## config.mk

```make
export PLATFORM = sky130hd
export DESIGN_NAME = scoreboard_register_file
export DESIGN_NICKNAME = d
export VERILOG_FILES = /design/src/rtl/scoreboard_register_file.sv
export SDC_FILE = /design/constraint.sdc
export NUM_CORES = 2
export LEC_CHECK = 0
export ABC_AREA = 1
export CORE_ASPECT_RATIO = 0.5
export CORE_MARGIN = 3
export CORE_UTILIZATION = 52
export CTS_BUF_LIST = sky130_fd_sc_hd__clkbuf_8
export CTS_CLUSTER_SIZE = 14
export DETAILED_ROUTE_END_ITERATION = 7
export GPL_ROUTABILITY_DRIVEN = 0
export PLACE_DENSITY_LB_ADDON = 0.12
export SKIP_CTS_REPAIR_TIMING = 1
export SLEW_MARGIN = 20
export SYNTH_ARGS = -nofsm -noshare
export SYNTH_HDL_FRONTEND = slang
export SYNTH_SLANG_ARGS = --single-unit
```

## constraint.sdc

```tcl
create_clock -name clk -period 46.1 [get_ports clk]
set_clock_uncertainty 0.1 [all_clocks]
set_input_delay 11.525 -clock clk [delete_from_list [all_inputs] [get_ports clk]]
set_output_delay 11.525 -clock clk [all_outputs]
set_load 0.01 [all_outputs]
```

## src/rtl/scoreboard_register_file.sv

```systemverilog
// Register file with a pending-write scoreboard. Reads are combinational with
// optional same-cycle write forwarding; busy bits track issued-but-unwritten destinations.
module scoreboard_register_file #(
    parameter int XLEN   = 32,
    parameter int NREGS  = 32,
    parameter int NREAD  = 2,
    parameter int NWRITE = 1,
    parameter int BYPASS = 1,
    localparam int AW    = $clog2(NREGS)
) (
    input  logic                    clk,
    input  logic                    reset,
    input  logic [NREAD*AW-1:0]     rs,
    output logic [NREAD*XLEN-1:0]   rdata,
    output logic [NREAD-1:0]        rs_ready,
    input  logic [NWRITE-1:0]       we,
    input  logic [NWRITE*AW-1:0]    wa,
    input  logic [NWRITE*XLEN-1:0]  wd,
    input  logic                    issue_valid,
    input  logic [AW-1:0]           issue_rd,
    output logic [NREGS-1:0]        busy,
    output logic [AW:0]             busy_count
);

    logic [XLEN-1:0]  regs [NREGS];
    logic [NREGS-1:0] busy_nxt;
    logic [AW:0]      count_nxt;

    // Writes clear first, then an issue to the same register re-sets the bit.
    always_comb begin
        busy_nxt = busy;
        for (int j = 0; j < NWRITE; j++) begin
            if (we[j] && wa[j*AW +: AW] != '0)
                busy_nxt[wa[j*AW +: AW]] = 1'b0;
        end
        if (issue_valid && issue_rd != '0)
            busy_nxt[issue_rd] = 1'b1;
        busy_nxt[0] = 1'b0;
        count_nxt = '0;
        for (int i = 0; i < NREGS; i++)
            count_nxt = count_nxt + {{AW{1'b0}}, busy_nxt[i]};
    end

    always_ff @(posedge clk or posedge reset) begin
        if (reset) begin
            busy       <= '0;
            busy_count <= '0;
            for (int i = 0; i < NREGS; i++)
                regs[i] <= '0;
        end else begin
            busy       <= busy_nxt;
            busy_count <= count_nxt;
            // Ascending port order so the highest-index port wins a collision.
            for (int j = 0; j < NWRITE; j++) begin
                if (we[j] && wa[j*AW +: AW] != '0)
                    regs[wa[j*AW +: AW]] <= wd[j*XLEN +: XLEN];
            end
        end
    end

    for (genvar k = 0; k < NREAD; k++) begin : g_rd
        logic [AW-1:0]   ra;
        logic [XLEN-1:0] val;
        logic            hit;
        logic [XLEN-1:0] rd_val;
        logic            rd_rdy;

        always_comb begin
            ra  = rs[k*AW +: AW];
            val = regs[ra];
            hit = 1'b0;
            if (BYPASS != 0) begin
                for (int j = 0; j < NWRITE; j++) begin
                    if (we[j] && wa[j*AW +: AW] == ra) begin
                        val = wd[j*XLEN +: XLEN];
                        hit = 1'b1;
                    end
                end
            end
            if (reset || ra == '0) begin
                rd_val = '0;
                rd_rdy = 1'b1;
            end else begin
                rd_val = val;
                rd_rdy = !busy[ra] || hit;
            end
        end

        assign rdata[k*XLEN +: XLEN] = rd_val;
        assign rs_ready[k]           = rd_rdy;
    end

endmodule

```

Word-level counts from Yosys, hierarchy flattened
Index checks and enable logic that the tools add are counted.

Register bits: 1061.

Add/sub/neg operators: 30. $lt $le $gt $ge: 10. Equal/unequal tests: 2. Mux-type cells: 27. Bitwise operators: 6. Reductions and logical operators: 17.

Operator list (number): $bwmux W1024 (1); $mux W32 (11); $bmux W32 S5 (2); $demux W32 S5 (1); $add A6 B1 Y6 (25); $and A32 B32 Y32 (1); $not A32 Y32 (1); $or A32 B32 Y32 (1); $lt A5 B6 Y1 const B (4); $ge A6 B6 Y1 const B (3); $not A5 Y6 (3); $bmux W1 S5 (2); $demux W1 S5 (2); $eq A5 B5 Y1 (2); $ge A5 B1 Y1 const B (2); $logic_not A5 Y1 (2); $reduce_bool A5 Y1 (2); $mux W1 (8); $logic_and A1 B1 Y1 (7); $add A5 B1 Y6 (1); $lt A6 B1 Y1 const B (1); $add A4 B1 Y5 (1); $add A3 B1 Y4 (1); $logic_or A1 B1 Y1 (4); 3 further kinds (4).

Logic depth before layout (Yosys ltp)
Word-level depth: 39. Depth in mapped cells: 27. Depth with buffers taken out: 26.

Worst setup path after synthesis
OpenSTA, ideal clock, no wires.

Path type: input-to-output. Start: input reset. End: output rdata[32]. Data arrival time: 36319 ps. Data required time: 34475 ps. Setup slack: -1844 ps. Stages on the path: 6. Buffers on the path: 1. Cell sequence: inv_1 > o31ai_1 > nor2_1 > clkbuf_1 > nand2_1 > nand2_1.

Longest elaborated chain between the ends: 2.

RTL lines: start, declared (line 12) `input logic reset,`; $logic_or A1 B1 Y1 (line 80) `if (reset || ra == '0) begin`; $mux W32 (line 80); end, declared (line 14) `output logic [NREAD*XLEN-1:0] rdata,`.

Every way passes these cells.

Worst setup path after layout
Start: input rs[0]. End: output rdata[25].

Longest elaborated chain between the ends: 6.

RTL lines: start, declared (line 13) `input logic [NREAD*AW-1:0] rs,`; $not A5 Y6 (implied by the code) (line 70) `val = regs[ra];`; $bmux W32 S5 (line 70); $mux W32 (implied by the code) (2 in series) (line 70); $mux W32 (line 74) `if (we[j] && wa[j*AW +: AW] == ra) begin`; $mux W32 (*) (line 80).

Mark *: on every way between the ends. The rest lies on a longest branch, timed or not. The select of a mux whose other input is x is not followed.

==> results.txt <==
Top cells by area, synth = dfrtp_1, nand2_1, o21ai_0
Vias post-DR = 60469
# setup viols final = 0
Crit end category = primary output
Combinational share of power = 0.298
# IOs = 160
Clock transition at the registers of the reported paths = 60 ps
Starting DRT DRC Count = 10065
Root buffer cell = clkbuf_8
Worst Tran Pin Value = 1240 ps
Worst Setup Start Kind = input port
Setup TNS = 0 ps
Post-Place Worst Slack = 18640 ps
Syn_nets = 8514
Final Instance Count excl. Fillers = 9781
Seq cells post-synth = 1061
Max Freq = 36.1 MHz
Final nets = 8215
Drt drc = 0
Critical path depth = 13
Critical-path cell list = buf_8 -> buf_12 -> buf_12 -> buf_4 -> nand2_1 -> nand3_1 -> nand2_1 -> a21oi_1 -> nand2_1 -> nand3_1 -> nand2_1 -> a21oi_1 -> clkdlybuf4s50_1
Die ar. = 0.119 mm^2
Crit share post-route = 0.600
Deepest clock path buffer count = 3
First-pass GRT wire length = 370000 um
Buffers on Ports = 158
R2R cell count = 19
Worst slew margin = 0.175
Slowest-stage cell, CP = buf_4
WL/cell = 25.7 um
Top cell type by total area after synthesis = dfrtp_1
Crit Path Max Fanout = 174
Hold Slack = 303 ps
Initial Utilization = 0.526
Gr ovfl total = 0
Leakage power = 29.5 nW
Warnings from Yosys = 0
CP Class = in -> out
Crit path DAT = 16060 ps
Initial antenna violation count = 23
Synth Cell Area = 0.0596 mm^2
Vias in the first global route = 55018
Synth Area per Inst = 7.07 um^2
MaxCap Viol Count = 0
DRT antenna net count = 0
Syn Inst Count = 8428
Core ar. = 0.113 mm^2
Chip Height = 245 um
Total GRT Usage = 0.417
WL final = 251000 um
Area Overhead vs Synth = 8.26%
Most common cell on crit path = nand2_1
Outcome = finished clean
First-pass DRT Iterations = 6
Psw = 1.08 mW
H-tree Lvls = 4
Layout cell share with drive strength beyond 1 = 0.0519
Synth cell types = 36
Worst setup margin = 18420 ps
Placed instance count = 9481
Clock Power Share = 0.273
Sequential area share after synthesis = 0.446
Clk_lat worst skew = 910 ps
DP HPWL = 135000 um
Crit path largest cell delay = 770 ps
Cell Pwr Density = 45.9 mW/mm^2
Crit path buf inv count = 5
Final Hold Violating Endpoints = 0
Final slew viol count = 0
RSZ-0062 raised after global routing = no
Fill cell count = 10885
Reg area = 0.0266 mm^2
Clock sink total = 1061
Top delay family on crit path = buffers and inverters
Pin count of the biggest net entering global routing = 175
Peak VDD IR = 216 uV
Area taken by multi-input logic gates = 0.0275 mm^2
Sw Ratio = 0.366
Reg power frac = 0.429
Yosys top cell area share = 0.446
Vias/cell = 6.18
Cell Rows = 87
Final min period = 27680 ps
CTS tree = done
Die span in x = 485 um
Worst EP required = 34480 ps
Hold Crit Class = reg -> reg
Internal power = 1.88 mW
CTS buffer count = 159
Hold Path Depth = 0
-- kinds of logic after synthesis --
kind of cell,Yosys count,share of synthesized area
AND/OR/NAND/NOR,3834,0.260
AO/OA/AOI/OAI,2062,0.188
buffers and inverters,1435,0.0968
flip-flops,1061,0.446
adder cells (fa/ha/maj),30,0.00920
XOR/XNOR,5,0.000735
other,1,0.0000629
-- registers in the layout (all words and copies together) (netlist names) --
signal,cells
busy,31
busy_count,6
regs,1024
-- synthesized netlist by cell type, drive strengths merged --
master / n
nor2: 555
xor2: 5
nand4: 70
nand2: 2536
ha: 7
nor3: 8
fa: 23
conb: 1
a21oi: 626
a21boi: 1
nand3: 660
a2bb2oi: 1
a31oi: 31
o32ai: 2
clkbuf: 389
inv: 681
a22oi: 19
o31ai: 1
dfrtp: 1061
nand3b: 5
clkinv: 7
o211ai: 298
buf: 358
o22ai: 19
o21ai: 1064
-- final cells by class --
| class | count | area share |
|---|---|---|
| Multi-Input combinational cell | 5932 | 0.426 |
| Sequential cell | 1061 | 0.412 |
| Clock buffer | 203 | 0.0433 |
| Timing Repair Buffer | 287 | 0.0421 |
| Inverter | 688 | 0.0407 |
| Tap cell | 1513 | 0.0293 |
| Clock inverter | 75 | 0.00568 |
| Antenna cell | 22 | 0.000853 |
-- per-stage QoR --
| step | util | area (um^2) | power, mW |
|---|---|---|---|
| floorplan | - | 59600 | 1.90 |
| global placement | 0.541 | 61200 | 2.14 |
| detailed placement | 0.541 | 61300 | 2.15 |
| CTS | 0.569 | 64400 | 2.95 |
| global route | 0.570 | 64500 | 3.16 |
| finish | 0.570 | 64500 | 2.96 |
-- final timing paths --
path / from / endpoint / slack, ps
worst min register to register: regs[994]$_DFFE_PP0P_ / regs[994]$_DFFE_PP0P_ / 300
min in group asynchronous: reset / regs[46]$_DFFE_PP0P_ / 10970
worst max-delay path: rs[0] / rdata[25] / 18420
worst max register to register: busy[6]$_DFF_PP0_ / busy_count[4]$_DFF_PP0_ / 40720
worst min-delay path: regs[994]$_DFFE_PP0P_ / regs[994]$_DFFE_PP0P_ / 300
max in group asynchronous: reset / regs[96]$_DFFE_PP0P_ / 31470
-- power groups by stage --
stage | Combinational, mW | Sequential, mW | Clock, mW
finish | 0.882 | 1.27 | 0.808
global placement | 0.864 | 1.28 | 0
global route | 1.02 | 1.29 | 0.851
floorplan | 0.645 | 1.26 | 0
detailed placement | 0.878 | 1.28 | 0
CTS | 0.880 | 1.26 | 0.808
-- metal layers --
layer / vias up / routed length [um] / global-route usage / part of all wire
met5: - / 27 / 0 / 0.00011
met4: 4 / 13100 / 0.213 / 0.052
met3: 752 / 39000 / 0.132 / 0.16
met2: 4622 / 100000 / 0.575 / 0.40
met1: 28298 / 98700 / 0.585 / 0.39
li1: 26793 / - / - / -
-- placed cells by master, fill, tap and decap left out, types with 4 or more instances in the layout --
cell and instances:
xor2_1 5, buf_4 120, o22ai_1 19, a21oi_1 626
dfrtp_1 1061, buf_8 4, clkbuf_8 203, inv_2 11
inv_4 6, clkdlybuf4s50_1 148, clkinv_2 20, a31oi_1 31
fa_1 23, nand3_1 657, nor3_1 5, o21ai_0 973
nor2_1 528, inv_1 714, nor2_4 26, nand2_1 2529
buf_12 13, nand2_4 4, clkinvlp_4 5, o21ai_1 91
nand3b_1 5, a22oi_1 19, nand4_1 70, ha_1 7
o211ai_1 298, diode_2 22
No activity file was read; power rests on OpenSTA's default activity.
